`src/rtl/alu_pkg.sv`:
```
// Shared definitions for the multi-cycle ALU: op codes, FSM states and op-class helpers.
package alu_pkg;

  localparam logic [3:0] ALU_ADD  = 4'd0;
  localparam logic [3:0] ALU_ADC  = 4'd1;
  localparam logic [3:0] ALU_SUB  = 4'd2;
  localparam logic [3:0] ALU_SBC  = 4'd3;
  localparam logic [3:0] ALU_AND  = 4'd4;
  localparam logic [3:0] ALU_OR   = 4'd5;
  localparam logic [3:0] ALU_XOR  = 4'd6;
  localparam logic [3:0] ALU_NOT  = 4'd7;
  localparam logic [3:0] ALU_SHL  = 4'd8;
  localparam logic [3:0] ALU_SHR  = 4'd9;
  localparam logic [3:0] ALU_ASR  = 4'd10;
  localparam logic [3:0] ALU_ROL  = 4'd11;
  localparam logic [3:0] ALU_MULL = 4'd12;
  localparam logic [3:0] ALU_MULH = 4'd13;
  localparam logic [3:0] ALU_CMP  = 4'd14;
  localparam logic [3:0] ALU_PASS = 4'd15;

  typedef enum logic {
    S_IDLE = 1'b0,
    S_BUSY = 1'b1
  } state_t;

  function automatic logic is_shift(input logic [3:0] op);
    return (op == ALU_SHL) || (op == ALU_SHR) || (op == ALU_ASR) || (op == ALU_ROL);
  endfunction

  function automatic logic is_mul(input logic [3:0] op);
    return (op == ALU_MULL) || (op == ALU_MULH);
  endfunction

  // Op class that may occupy the ALU for more than one cycle (a zero-count
  // shift still finishes in one cycle).
  function automatic logic is_multicycle(input logic [3:0] op);
    return is_shift(op) || is_mul(op);
  endfunction

endpackage

```
`src/rtl/alu_mul.sv`:
```
// Iterative unsigned shift-add multiplier. The first step is taken on the
// start edge; done is asserted during the cycle whose step is the last one,
// with prod already showing that final step's result.
module alu_mul
  import alu_pkg::*;
#(
  parameter int WIDTH = 8
) (
  input  logic                 clk,
  input  logic                 rst,
  input  logic                 start,
  input  logic [WIDTH-1:0]     a,
  input  logic [WIDTH-1:0]     b,
  output logic                 done,
  output logic [2*WIDTH-1:0]   prod
);

  localparam int CNTW = $clog2(WIDTH);

  logic [2*WIDTH-1:0] acc;
  logic [WIDTH-1:0]   mcand;
  logic [CNTW-1:0]    cnt;
  logic               busy;

  // One shift-add step: conditionally add the multiplicand to the upper half,
  // then shift the whole accumulator right, consuming one multiplier bit.
  function automatic logic [2*WIDTH-1:0] step(input logic [2*WIDTH-1:0] p,
                                              input logic [WIDTH-1:0]   m);
    logic [WIDTH:0] s;
    s = {1'b0, p[2*WIDTH-1:WIDTH]} + (p[0] ? {1'b0, m} : {(WIDTH+1){1'b0}});
    return {s, p[WIDTH-1:1]};
  endfunction

  // Accumulator, multiplicand and remaining-step down-counter.
  always_ff @(posedge clk) begin
    if (rst) begin
      acc   <= '0;
      mcand <= '0;
      cnt   <= '0;
      busy  <= 1'b0;
    end else if (start) begin
      acc   <= step({{WIDTH{1'b0}}, b}, a);
      mcand <= a;
      cnt   <= CNTW'(WIDTH - 1);
      busy  <= 1'b1;
    end else if (busy) begin
      acc <= step(acc, mcand);
      cnt <= cnt - CNTW'(1);
      if (done) busy <= 1'b0;
    end
  end

  assign done = busy && (cnt == CNTW'(1));
  assign prod = step(acc, mcand);

endmodule

```
`src/rtl/alu_mc.sv`:
```
// Multi-cycle ALU with registered result and Z/N/C/V flag register.
//   state  | meaning
//   S_IDLE | ready for operands; single-cycle ops complete from here
//   S_BUSY | iterating a shift (one bit per cycle) or a multiply
module alu_mc
  import alu_pkg::*;
#(
  parameter int WIDTH = 8
) (
  input  logic             clk,
  input  logic             rst,
  input  logic             in_valid,
  output logic             in_ready,
  input  logic [WIDTH-1:0] a,
  input  logic [WIDTH-1:0] b,
  input  logic [3:0]       op,
  output logic [WIDTH-1:0] out,
  output logic             out_valid,
  output logic             z,
  output logic             n,
  output logic             c,
  output logic             v,
  output logic             cout
);

  localparam int CW = $clog2(WIDTH);
  localparam int M  = WIDTH - 1;

  state_t             state, state_d;
  logic [3:0]         op_r, op_d;
  logic [WIDTH-1:0]   sh, sh_d;
  logic [CW-1:0]      rem, rem_d;
  logic [WIDTH-1:0]   out_d;
  logic               ov_d, z_d, n_d, c_d, v_d;
  logic               mul_start, mul_done;
  logic [2*WIDTH-1:0] prod;
  logic [CW-1:0]      cnt;
  logic               cin;
  logic [WIDTH:0]     sum, dif, stp;
  logic [WIDTH-1:0]   res;
  logic               wr;

  // Returns {bit shifted/rotated out, new value} for one bit-step.
  function automatic logic [WIDTH:0] shift_step(input logic [3:0] sop,
                                                 input logic [WIDTH-1:0] x);
    case (sop)
      ALU_SHL: return {x[M], x[M-1:0], 1'b0};
      ALU_SHR: return {x[0], 1'b0, x[M:1]};
      ALU_ASR: return {x[0], x[M], x[M:1]};
      default: return {x[M], x[M-1:0], x[M]};
    endcase
  endfunction

  alu_mul #(.WIDTH(WIDTH)) u_mul (
    .clk   (clk),
    .rst   (rst),
    .start (mul_start),
    .a     (a),
    .b     (b),
    .done  (mul_done),
    .prod  (prod)
  );

  assign in_ready = (state == S_IDLE);
  assign cout     = c;
  assign cnt      = b[CW-1:0];

  // State register.
  always_ff @(posedge clk) begin
    if (rst) state <= S_IDLE;
    else     state <= state_d;
  end

  // Next-state, result and flag computation.
  always_comb begin
    state_d   = state;
    op_d      = op_r;
    sh_d      = sh;
    rem_d     = rem;
    out_d     = out;
    z_d       = z;
    n_d       = n;
    c_d       = c;
    v_d       = v;
    ov_d      = 1'b0;
    mul_start = 1'b0;
    wr        = 1'b0;
    res       = '0;
    stp       = '0;
    cin       = ((op == ALU_ADC) || (op == ALU_SBC)) ? c : 1'b0;
    sum       = {1'b0, a} + {1'b0, b} + {{WIDTH{1'b0}}, cin};
    dif       = {1'b0, a} - {1'b0, b} - {{WIDTH{1'b0}}, cin};
    case (state)
      S_IDLE: begin
        if (in_valid) begin
          op_d = op;
          if (is_mul(op)) begin
            mul_start = 1'b1;
            state_d   = S_BUSY;
          end else if (is_shift(op)) begin
            if (cnt == '0) begin
              wr  = 1'b1;
              res = a;
              v_d = 1'b0;
            end else begin
              stp   = shift_step(op, a);
              sh_d  = stp[M:0];
              rem_d = cnt - CW'(1);
              if (cnt == CW'(1)) begin
                wr  = 1'b1;
                res = stp[M:0];
                c_d = stp[WIDTH];
                v_d = 1'b0;
              end else begin
                state_d = S_BUSY;
              end
            end
          end else begin
            wr  = 1'b1;
            v_d = 1'b0;
            case (op)
              ALU_ADD, ALU_ADC: begin
                res = sum[M:0];
                c_d = sum[WIDTH];
                v_d = (a[M] == b[M]) && (sum[M] != a[M]);
              end
              ALU_SUB, ALU_SBC: begin
                res = dif[M:0];
                c_d = dif[WIDTH];
                v_d = (a[M] != b[M]) && (dif[M] != a[M]);
              end
              ALU_AND: res = a & b;
              ALU_OR:  res = a | b;
              ALU_XOR: res = a ^ b;
              ALU_NOT: res = ~a;
              ALU_CMP: begin
                wr   = 1'b0;
                ov_d = 1'b1;
                z_d  = ~|dif[M:0];
                n_d  = dif[M];
                c_d  = dif[WIDTH];
                v_d  = (a[M] != b[M]) && (dif[M] != a[M]);
              end
              default: res = b;
            endcase
          end
        end
      end
      S_BUSY: begin
        if (is_shift(op_r)) begin
          stp   = shift_step(op_r, sh);
          sh_d  = stp[M:0];
          rem_d = rem - CW'(1);
          if (rem == CW'(1)) begin
            wr      = 1'b1;
            res     = stp[M:0];
            c_d     = stp[WIDTH];
            v_d     = 1'b0;
            state_d = S_IDLE;
          end
        end else if (mul_done) begin
          wr      = 1'b1;
          v_d     = 1'b0;
          state_d = S_IDLE;
          if (op_r == ALU_MULL) begin
            res = prod[M:0];
            c_d = |prod[2*WIDTH-1:WIDTH];
          end else begin
            res = prod[2*WIDTH-1:WIDTH];
            c_d = |prod[M:0];
          end
        end
      end
    endcase
    if (wr) begin
      out_d = res;
      z_d   = ~|res;
      n_d   = res[M];
      ov_d  = 1'b1;
    end
  end

  // Result, flag and shift-working registers.
  always_ff @(posedge clk) begin
    if (rst) begin
      out       <= '0;
      out_valid <= 1'b0;
      z         <= 1'b0;
      n         <= 1'b0;
      c         <= 1'b0;
      v         <= 1'b0;
      sh        <= '0;
      rem       <= '0;
      op_r      <= '0;
    end else begin
      out       <= out_d;
      out_valid <= ov_d;
      z         <= z_d;
      n         <= n_d;
      c         <= c_d;
      v         <= v_d;
      sh        <= sh_d;
      rem       <= rem_d;
      op_r      <= op_d;
    end
  end

endmodule

```
`config.mk`:
```
export PLATFORM = sky130hd
export DESIGN_NAME = alu_mc
export DESIGN_NICKNAME = d
export VERILOG_FILES = /design/src/rtl/alu_pkg.sv /design/src/rtl/alu_mul.sv /design/src/rtl/alu_mc.sv
export SDC_FILE = /design/constraint.sdc
export NUM_CORES = 1
export LEC_CHECK = 0
export CORE_MARGIN = 2
export CORE_UTILIZATION = 55
export DETAILED_ROUTE_END_ITERATION = 10
export PLACE_DENSITY = 0.86
export SETUP_SLACK_MARGIN = 0.15
export SLEW_MARGIN = 20
export SYNTH_ARGS = -nofsm -noshare
export SYNTH_HDL_FRONTEND = slang
export SYNTH_SLANG_ARGS = --single-unit
export TNS_END_PERCENT = 10
```
`constraint.sdc`:
```
create_clock -name clk -period 5.2 [get_ports clk]
set_input_delay 1.04 -clock clk [delete_from_list [all_inputs] [get_ports clk]]
set_output_delay 1.04 -clock clk [all_outputs]
set_load 0.05 [all_outputs]
```
# After elaboration in Yosys (flattened, before gate mapping)
# Index checks and enable logic that the tools add are counted.
dict set report totals {
  out_inout_bits 15
  register_bits 57
  inputBits 23
}
dict set report op_classes {
  n_eq_ne 40
  n_mux 95
  bitwise_logic 5
  add_sub_neg 8
  n_reduce_logical 30
}
# cell count
set ops {}
lappend ops {{$mux 8} 16}
lappend ops {{$mux 1} 58}
lappend ops {{$pmux 8 s7} 1}
lappend ops {{$pmux 9 s3} 2}
lappend ops {{$eq 4x4->1 const B} 12}
lappend ops {{$mux 16} 2}
lappend ops {{$pmux 8 s2} 2}
lappend ops {{$reduce_or 8->1} 4}
lappend ops {{$mux 3} 7}
lappend ops {{$add 8x8->9} 2}
lappend ops {{$eq 4x3->1 const B} 4}
lappend ops {{$reduce_and 5->1} 3}
lappend ops {{$pmux 1 s2} 6}
lappend ops {{$ne 2x2->1 const B} 5}
lappend ops {{$add 9x1->9} 1}
lappend ops {{$eq 3x1->1 const B} 3}
lappend ops {{$sub 3x1->3 const B} 3}
lappend ops {{$sub 8x8->9} 1}
lappend ops {{$sub 9x1->9} 1}
lappend ops {{$and 8x8->8} 1}
lappend ops {{$eq 4x2->1 const B} 2}
lappend ops {{$logic_or 1x1->1} 8}
lappend ops {{$ne 4x2->1 const B} 2}
lappend ops {{$not 8->8} 1}
lappend ops {{20 further kinds} 31}

# Logic depth before layout (Yosys ltp)
# Gate-level depths: netlist of the first run.
dict set report depth {
  ltp_word 12
  depth_mapped 15
  ltp_nobuf 14
}

# Cells and area by module
# Synthesis of the first run repeated with hierarchy kept, for this count alone.
dict set report hier_totals {
  hier_cells 713
  hier_area_um2 5462.7
}
# module cells_each instances seq_area_each_um2 area_per_inst_um2
set by_module_without_submodules {}
lappend by_module_without_submodules {alu_mc 515 1 580.6 3744.8}
lappend by_module_without_submodules {alu_mul 198 1 560.5 1717.9}

# Worst setup path after synthesis of the first run
# Ideal clock, no wire load.
dict set report synth_timing {
  kind {in2reg}
  from {in op[0]}
  to {reg z}
  setup_ns 0.059
  setup_slack_ns 1.112
  t_arrival_ns 4.029
  n_path_buf 2
  stages 13
  cell_sequence {buf_2 > buf_1 > nand3_1 > fa_1 > fa_1 > o21a_1 > nor2_1 > xor2_1 > nand3_1 > or4_1 > or3_1 > a21oi_1 > a31o_1}
}
dict set report synth_via {
  elab_chain_len 12
  elab_cells_between_ends 54
  classes_between {add/sub: 2; eq/ne: 17; mux: 20; reduce/logical: 15}
}
# element line
set synth_rtl {}
lappend synth_rtl {{from (decl)} alu_mc.sv:16} ;# input logic [3:0] op,
lappend synth_rtl {{$eq 4x1->1 / $eq 4x2->1 (equally long branches)} {alu_mc.sv:90, alu_mc.sv:121}}
lappend synth_rtl {{$logic_or 1x1->1} alu_mc.sv:90} ;# cin = ((op == ALU_ADC) || (op == ALU_SBC)) ? c : 1'b0;
lappend synth_rtl {{$mux 1} alu_mc.sv:90}
lappend synth_rtl {{$sub 9x1->9 / $add 9x1->9 (equally long branches)} {alu_mc.sv:92, alu_mc.sv:91}}
lappend synth_rtl {{$pmux 8 s7 / $reduce_or 8->1 (equally long branches)} {alu_mc.sv:121, alu_mc.sv:139}}
lappend synth_rtl {{$mux 8 / $logic_not 1->1 (equally long branches)} {alu_mc.sv:100, alu_mc.sv:139}}
lappend synth_rtl {{$mux 8 / $mux 1 (equally long branches)} {alu_mc.sv:97, alu_mc.sv:121}}
lappend synth_rtl {{$mux 8 / $mux 1 (equally long branches)} {alu_mc.sv:95, alu_mc.sv:100}}
lappend synth_rtl {{$pmux 8 s2 / $mux 1 (equally long branches)} {alu_mc.sv:93, alu_mc.sv:97}}
lappend synth_rtl {{$reduce_or 8->1 / $mux 1 (equally long branches)} {alu_mc.sv:177, alu_mc.sv:95}}
lappend synth_rtl {{$logic_not 1->1 / $mux 1 (equally long branches)} {alu_mc.sv:177, alu_mc.sv:93}}
lappend synth_rtl {{$mux 1} alu_mc.sv:175} ;# if (wr) begin
lappend synth_rtl {{to (signal assigned)} alu_mc.sv:198} ;# z <= z_d;
lappend synth_rtl {{to (decl)} alu_mc.sv:19} ;# output logic z,
# Parallel ways exist; a longest one is shown, timed or not. The select of a mux whose other input is x is not followed.
# A chain may end at the register's enable or synchronous reset.

# Final worst setup path of the first run
dict set report layout_timing {
  from {in a[4]}
  to {reg out[6]}
}
dict set report layout_via {
  elab_chain_len 7
  elab_cells_between_ends 9
  classes_between {add/sub: 4; mux: 5}
}
# element line
set layout_rtl {}
lappend layout_rtl {{from (decl)} alu_mc.sv:14} ;# input logic [WIDTH-1:0] a,
lappend layout_rtl {{$sub 8x8->9 / $add 8x8->9 (equally long branches)} {alu_mc.sv:92, alu_mc.sv:91}}
lappend layout_rtl {{$sub 9x1->9 / $add 9x1->9 (equally long branches)} {alu_mc.sv:92, alu_mc.sv:91}}
lappend layout_rtl {{$pmux 8 s7 *} alu_mc.sv:121} ;# case (op)
lappend layout_rtl {{$mux 8 *} alu_mc.sv:100} ;# end else if (is_shift(op)) begin
lappend layout_rtl {{$mux 8 *} alu_mc.sv:97} ;# if (is_mul(op)) begin
lappend layout_rtl {{$mux 8 *} alu_mc.sv:95} ;# if (in_valid) begin
lappend layout_rtl {{$pmux 8 s2 *} alu_mc.sv:93} ;# case (state)
lappend layout_rtl {{to (signal assigned)} alu_mc.sv:196} ;# out <= out_d;
lappend layout_rtl {{to (decl)} alu_mc.sv:17} ;# output logic [WIDTH-1:0] out,
# Every way passes the cells marked *; elsewhere a longest branch is shown, timed or not.

==> results of run 1 <==
## power breakdown
part	internal [mW]	leakage, nW	switching (mW)
Sequential	0.459	0.464	0.0187
Combinational	0.169	1.81	0.274
Clock	0.192	0.0871	0.182
Total	0.820	2.36	0.475
## worst max-delay path, cell delays in order
cell and delay [ns]:
clkdlybuf4s50_1 0.66, inv_1 0.15, ha_1 0.41, ha_1 0.38, o21a_2 0.23, or2_2 0.29, o21ai_0 0.10, xnor2_1 0.12
a221oi_1 0.31, a221oi_1 0.15, nor4_1 0.57, a211oi_1 0.16
## layout make-up
cell class	instances	area [µm²]
clock buffer	11	151.4
clock inverter	3	17.52
fill	813	3376
inverter	41	153.9
multi-input combinational	557	3814
sequential	57	1141
tap	129	161.4
timing repair buffer	55	513.0
## through the flow
step	utilization, %	area [µm²]	cells	setup slack, ns
6_report	63.81	5952	853	0.8096
5_1_grt	63.81	5952	853	0.6835
4_1_cts	63.81	5952	853	0.8261
3_5_place_dp	62.00	5783	839	0.4961
3_3_place_gp	62.00	5783	839	0.5265
2_1_floorplan	-	5316	703	1.112
## metal layers
layer | vias up | part of all wire, % | track usage (%)
met4 | 0 | 4.1 | 13.95
met1 | 2566 | 41 | 44.30
li1 | 2563 | - | -
met3 | 52 | 9.0 | 5.677
met5 | - | 0 | 0
met2 | 294 | 46 | 54.86
## registers in the layout, indices dropped and copies added (netlist names), 3 cells and up
name         flops
sh               8
op_r             4
rem              3
u_mul.acc       16
u_mul.cnt        3
u_mul.mcand      8
out              8
## kinds of logic (layout without fill, tap and decap cells)
logic type                 count (synthesis)  in the layout  share of synthesized area [%]
AOI/OAI and AO/OA                        225            225                          28.27
xor gates and xnor gates                  21             21                          3.460
adders and majority gates                 50             50                          12.47
buffers and inverters                     89            110                          6.802
DFF                                       57             57                          21.46
muxes                                     30             30                          5.978
and+or+nand+nor                          231            231                          21.56
## path summary, 6_finish.rpt
check,depth (start not counted),from,endpoint
worst min register to register,2,u_mul.mcand[2],u_mul.mcand[2]
worst max-delay path,12,a[4],out[6]
worst min-delay path,2,u_mul.mcand[2],u_mul.mcand[2]
worst max register to register,10,c,out[6]
## synthesized netlist by cell type, types with 8 or more instances
cell type / instances / area share [%]
a211oi_1: 36 / 5.1
mux2i_1: 25 / 4.7
buf_2: 10 / 0.94
xor2_1: 9 / 1.5
nand2_1: 63 / 4.4
clkbuf_1: 30 / 2.1
nand2b_1: 12 / 1.4
and2_1: 9 / 1.1
xnor2_1: 12 / 2.0
nor3_1: 18 / 1.7
inv_1: 41 / 2.9
nand3_1: 15 / 1.4
a21o_1: 8 / 1.1
dfxtp_1: 57 / 21
nor2b_1: 11 / 1.3
ha_1: 45 / 11
o21ai_0: 34 / 3.2
a21oi_1: 67 / 6.3
nor2_1: 72 / 5.1
a31oi_1: 8 / 0.94
o21a_1: 8 / 1.1
==> results.toml, run 1 <==
[clock_tree]
clockBufferDepth = 2
htree_levels = 3
cts-buffers-inserted = 9
post_cts_buffers = 0
post_cts_resized = 0
clockRootBuffer = "clkbuf_8"
cts_tree = "built"
cts.hold.buffers_added = 0
clkLatencyLatePin_ns = 0.34
cts_sinks = 57
clkSlewWorstSetupHoldPaths_ns = 0.06

[place]
portBuffers = 37
dp_hpwl_um = 12950
gp_congestion = 1.020

[global_route]
grt_util_all_layers_pct = 33.69
grt_pass1_wl_um = 27140
grt_max_degree = 56
grt_antenna_before_repair = 0
gr-total-overflow = 0
grt_pass1_vias = 5195

[floorplan]
rows = 35
core_mm2 = 0.009328
fp.dieArea_mm2 = 0.01047
initial_core_util_pct = 57.00
io-pin-count = 38
fp.dieH_um = 102.3
die_w_um = 102.3

[job]
max_cap_viol_count = 0

[synthesis]
synth_flop_cell = "dfxtp_1"
synth_cell_type_count = 75
yosys_warnings = 0
syn_area_mm2 = 0.005316
postSynthCellCount = 703
synth-async-reset-ratio_pct = 0
ys_seq_area_share_pct = 21.46
ys_ff_latch = 57
syn_area_per_cell_um2 = 7.562
synth-edff-count = 0
syn_nets = 776

[critical_path]
critPathRequiredTime_ns = 5.39
worst_setup_path_end_kind = "flop"
critPathKind = "primary input to flop"
cp_max_fo = 7
crit_arrival_ns = 4.58
r2r_slack_ns = 1.79
startpoint_type = "primary input"

[drt]
routed_via_density = 6.419
drtIter0Drc = 536
wire_per_inst_um = 20.03
drc = 0
drt_wl_total_um = 17090
detail-route-antenna-nets = 0
firstDrtPassIters = 7
vias = 5475

[cells_and_area]
final_cell_mix = "72 x nor2_1, 67 x a21oi_1, 63 x nand2_1"
antenna_cells = 0
nets = 794
area_delta_synth_final_pct = 11.96
final_common_cell = "nor2_1"
drive_gt1_share_pct = 6.768

[sta]
hold_violations = 0
skew_ns = 0.007316
fin_crit_ns = 4.390
maxSlewHeadroom_pct = 30.73
fin_worst_hold_slack_ns = 0.4518
setup_viol = 0
max_freq_mhz = 227.8
tightestPinTransition_ns = 1.035
tns_ns = 0
slew_violations = 0
min_period_over_period_pct = 84.43
grt_setup_unrepaired = "no"

[power]
p_per_area_mw_per_mm2 = 217.6
leakage_nw = 2.361
vdd_drop_max_mv = 0.1397
power.total_mw = 1.295

[hold_path]
min_path_type = "flop to flop"

[outcome]
outcome = "complete, no violations"
(Power assumes the default switching activity.)
==> inputs of run 2 (changes only) <==
==> constraint.sdc (replaced) <==
create_clock -name clk -period 4.15 [get_ports clk]
set_input_delay 0.83 -clock clk [delete_from_list [all_inputs] [get_ports clk]]
set_output_delay 0.83 -clock clk [all_outputs]
set_load 0.05 [all_outputs]
==> results.toml, run 2 (same netlist as run 1, synthesis figures left out) <==
[outcome]
outcome = "complete, no violations"

[cells_and_area]
final_cells = 885
final_cell_mix = "71 x nor2_1, 66 x a21oi_1, 63 x nand2_1"
final_util_pct = 66.79
final_area_mm2 = 0.006230
area_delta_synth_final_pct = 17.18
antenna_cells = 0
fillerInstances = 769
final_common_cell = "nor2_1"
nets = 824
top_register = "u_mul.acc"
drive_gt1_share_pct = 11.24
largest_reg_flops = 16

[clock_tree]
clkSlewWorstSetupHoldPaths_ns = 0.07
cts_tree = "built"
cts.hold.buffers_added = 0
htree_levels = 3
cts_sinks = 57
clockBufferDepth = 2
cts-buffers-inserted = 9
post_cts_buffers = 0
clockRootBuffer = "clkbuf_8"
clkLatencyLatePin_ns = 0.35

[drt]
firstDrtPassIters = 5
vias = 5692
drc = 0
routed_via_density = 6.432
wire_per_inst_um = 19.78
drtIter0Drc = 642
detail-route-antenna-nets = 0
drt_wl_total_um = 17500

[sta]
tightestPinTransition_ns = 0.9683
slew_violations = 0
fin_crit_ns = 3.902
hold_violations = 0
max_freq_mhz = 256.3
grt_setup_unrepaired = "no"
maxSlewHeadroom_pct = 35.21
fin_worst_hold_slack_ns = 0.4570
setup_viol = 0
skew_ns = 0.01395
min_period_over_period_pct = 94.02

[global_route]
grt_max_degree = 55
grt_pass1_wl_um = 27810
gr-total-overflow = 0
grt_antenna_before_repair = 0
grt_pass1_vias = 5420
grt_util_all_layers_pct = 34.35

[job]
max_cap_viol_count = 0

[power]
leakage_nw = 2.526
vdd_drop_max_mv = 0.2378
p_per_area_mw_per_mm2 = 288.8

[critical_path]
reg2regPathDepth = 12
startpoint_type = "primary input"
critPathKind = "primary input to flop"
critPathRequiredTime_ns = 4.43
worst_setup_path_end_kind = "flop"
r2r_end = "z"
endpoint = "z"
crit_arrival_ns = 4.19
crit_chain = "clkdlybuf4s50_1, nor2_2, nand3_2, inv_1, fa_1, inv_2, ha_1, o21ai_1, a311oi_1, xor2_1, or4_1, or3_1, a21oi_2, a31o_1"
slowest_stage = "or4_1"
cp_max_fo = 2
crit_start = "op[2]"
slowest_delay_ns = 0.57
r2r_slack_ns = 0.79
worstReg2RegStart = "c"

[floorplan]
io-pin-count = 38
core_mm2 = 0.009328
die_w_um = 102.3
initial_core_util_pct = 57.00
fp.dieH_um = 102.3
fp.dieArea_mm2 = 0.01047
rows = 35

[hold_path]
min_path_type = "flop to flop"

[place]
portBuffers = 37
dp_hpwl_um = 13200
postPlaceCellArea_mm2 = 0.005996
gp_congestion = 1.106
dpl.cell_count = 869
run 2: power breakdown:
group	switching, mW	internal, mW	total [mW]
clock	0.250	0.354	0.603
combinational	0.355	0.241	0.597
sequential	0.0239	0.575	0.599
total	0.629	1.17	1.80
run 2: metal layers:
layer / wire length, µm / vias to the layer above / GRT usage [%]
met1: 7036 / 2665 / 44.43
li1: - / 2633 / -
met3: 1777 / 63 / 6.908
met2: 7970 / 331 / 55.47
met4: 717 / 0 / 15.28
met5: 0 / - / 0
run 2: metrics by stage:
| step | setup slack (ns) | setup TNS (ns) | total power, mW |
|---|---|---|---|
| after floorplan | 0.2725 | 0 | 0.9836 |
| after global placement | -0.004504 | -0.004504 | 1.170 |
| after detailed placement | -0.1915 | -0.2224 | 1.187 |
| after CTS | 0.1709 | 0 | 1.786 |
| after global routing | 0.1514 | 0 | 1.868 |
| final | 0.2480 | 0 | 1.799 |
run 2: how the worst min path moves through the flow:
stage / from / end / slack (ns) / cells past startpoint
3_3_place_gp: u_mul.mcand[7] / u_mul.mcand[7] / 0.44 / 2
4_1_cts: u_mul.mcand[7] / u_mul.mcand[7] / 0.46 / 2
3_5_place_dp: u_mul.mcand[7] / u_mul.mcand[7] / 0.45 / 2
5_1_grt: u_mul.mcand[7] / u_mul.mcand[7] / 0.47 / 2
6_report: u_mul.mcand[3] / u_mul.mcand[3] / 0.46 / 2
2_1_floorplan: u_mul.mcand[0] / u_mul.mcand[0] / 0.43 / 2
run 2: worst max-delay path: cells and delay by family:
family / cells / cell delay (ns)
adder cells (fa/ha/maj): 2 / 0.61
AO/OA/AOI/OAI: 4 / 0.76
XOR/XNOR: 1 / 0.14
AND/OR/NAND/NOR: 4 / 1.19
buffers and inverters: 3 / 0.65
run 2: final cells by class:
| class | count | area, µm² | share of cell area, % |
|---|---|---|---|
| well taps | 129 | 161.4 | 2.591 |
| repair buffers | 85 | 725.7 | 11.65 |
| multi-input cells | 557 | 3827 | 61.44 |
| inverters | 41 | 153.9 | 2.470 |
| clock buffers | 11 | 141.4 | 2.270 |
| clock inverters | 5 | 78.83 | 1.265 |
| flip-flops and latches | 57 | 1141 | 18.32 |
run 2: repair_timing:
action | in CTS | in global routing
setup endpoints to repair | 0 | 4
hold endpoints to repair | 0 | 0
gates resized for setup | 0 | 6
==> inputs of run 3 (changes only) <==
--- a/config.mk
+++ b/config.mk
@@ -5,7 +5,7 @@
 export SDC_FILE = /design/constraint.sdc
 export NUM_CORES = 1
 export LEC_CHECK = 0
-export CORE_MARGIN = 2
+export CORE_MARGIN = 4
 export CORE_UTILIZATION = 55
 export DETAILED_ROUTE_END_ITERATION = 10
 export PLACE_DENSITY = 0.86
==> results.toml, run 3 (same netlist as run 1, synthesis figures left out) <==
[clock_tree]
cts-buffers-inserted = 9
htree_levels = 3
cts_tree = "built"
cts_sinks = 57
cts.hold.buffers_added = 0
clockBufferDepth = 2
post_cts_resized = 0
clkLatencyLatePin_ns = 0.34
clkSlewWorstSetupHoldPaths_ns = 0.07
post_cts_buffers = 0
clockRootBuffer = "clkbuf_8"

[floorplan]
core_mm2 = 0.009328
initial_core_util_pct = 57.00
fp.dieArea_mm2 = 0.01130
die_w_um = 106.3
rows = 35
fp.dieH_um = 106.3
io-pin-count = 38

[drt]
detail-route-antenna-nets = 0
firstDrtPassIters = 6
drtIter0Drc = 586
vias = 5659
wire_per_inst_um = 20.09
routed_via_density = 6.351
top_layer = "met4"
drt_wl_total_um = 17900
wl_met2_um = 8211
met1_length_um = 7146
dr_wl_met3_um = 1576
drc = 0

[cells_and_area]
final_cell_mix = "71 x nor2_1, 66 x a21oi_1, 63 x nand2_1"
fillerInstances = 810
final_common_cell = "nor2_1"
top_register = "u_mul.acc"
largest_reg_flops = 16
nets = 830
area_delta_synth_final_pct = 17.67
final_util_pct = 67.07
drive_gt1_share_pct = 11.94
final_cells = 891
antenna_cells = 0
final_area_mm2 = 0.006256

[critical_path]
cp_common_cell = "inv_1"
slowest_delay_ns = 0.52
critPathRequiredTime_ns = 4.43
slowest_stage = "fa_1"
crit_arrival_ns = 4.13
startpoint_type = "primary input"
worst_setup_path_end_kind = "flop"
critPathKind = "primary input to flop"
cp_max_fo = 2
crit_chain = "clkdlybuf4s50_1, nor2_2, nand3_2, inv_1, fa_1, inv_1, ha_1, o21ai_0, nand2_1, xnor2_1, nand3_1, or4_1, or3_1, a21oi_2, a31o_1"

[power]
vdd_drop_max_mv = 0.2114
leakage_nw = 2.541
p_sw_mw = 0.6217
p_per_area_mw_per_mm2 = 277.0
combPwrFrac_pct = 34.6
internal_power_mw = 1.111
seqPwrFrac_pct = 34.6
clkPwrFrac_pct = 30.9
netSwitchingFraction_pct = 35.88

[sta]
grt_setup_unrepaired = "no"
hold_violations = 0
max_freq_mhz = 259.8
fin_crit_ns = 3.849
maxSlewHeadroom_pct = 57.13
slew_violations = 0
min_period_over_period_pct = 92.76
fin_worst_hold_slack_ns = 0.4556
setup_viol = 0
tightestPinTransition_ns = 0.6381
skew_ns = 0.01511

[place]
gp_congestion = 1.067
portBuffers = 37
dp_hpwl_um = 13620
postPlaceCellArea_mm2 = 0.006041
dpl.cell_count = 875

[global_route]
grt_util_all_layers_pct = 31.56
grt_antenna_before_repair = 0
gr-total-overflow = 0
grt_pass1_wl_um = 28480
grt_max_degree = 40
grt_pass1_vias = 5544

[job]
max_cap_viol_count = 0

[hold_path]
min_path_type = "flop to flop"

[outcome]
outcome = "complete, no violations"
## run 3: final timing paths
kind                   from        endpoint  slack, ns  cells after the start
min reg2reg  u_mul.mcand[7]  u_mul.mcand[7]       0.46                      2
min          u_mul.mcand[7]  u_mul.mcand[7]       0.46                      2
max reg2reg    u_mul.acc[0]               z       0.87                     11
max                   op[3]               z       0.30                     15
## run 3: power by group through the flow
stage	clock network (mW)	logic [mW]	registers, mW
after floorplan	0	0.348	0.636
after global placement	0	0.567	0.608
after detailed placement	0	0.581	0.610
after CTS	0.539	0.584	0.597
after global routing	0.563	0.643	0.601
final	0.535	0.599	0.599
## run 3: metal layers
layer | track usage (%) | up-vias
li1 | - | 2637
met1 | 39.96 | 2599
met2 | 50.59 | 340
met3 | 6.072 | 83
met4 | 16.93 | 0
met5 | 0 | -
## run 3: area by class of cell
type	instances	area [µm²]	share of cell area, %
Multi-Input combinational cell	557	3832	61.26
Sequential cell	57	1141	18.24
Timing Repair Buffer	91	770.7	12.32
Tap cell	129	161.4	2.580
Inverter	41	153.9	2.460
Clock buffer	11	141.4	2.260
Clock inverter	5	55.05	0.8800
## run 3: critical path: cells and delay by family
kind / cells / cell delay (ns)
AND/OR/NAND/NOR: 6 / 1.19
buffers and inverters: 3 / 0.62
adder cells (fa/ha/maj): 2 / 0.70
AO/OA/AOI/OAI: 3 / 0.55
XOR/XNOR: 1 / 0.22
## run 3: per-stage QoR
step	power, mW	setup TNS, ns	setup slack (ns)
after detailed placement	1.190	-0.2937	-0.1673
after floorplan	0.9836	0	0.2725
after CTS	1.720	0	0.1536
final	1.733	0	0.3006
after global routing	1.808	0	0.1536
after global placement	1.175	0	0.003311
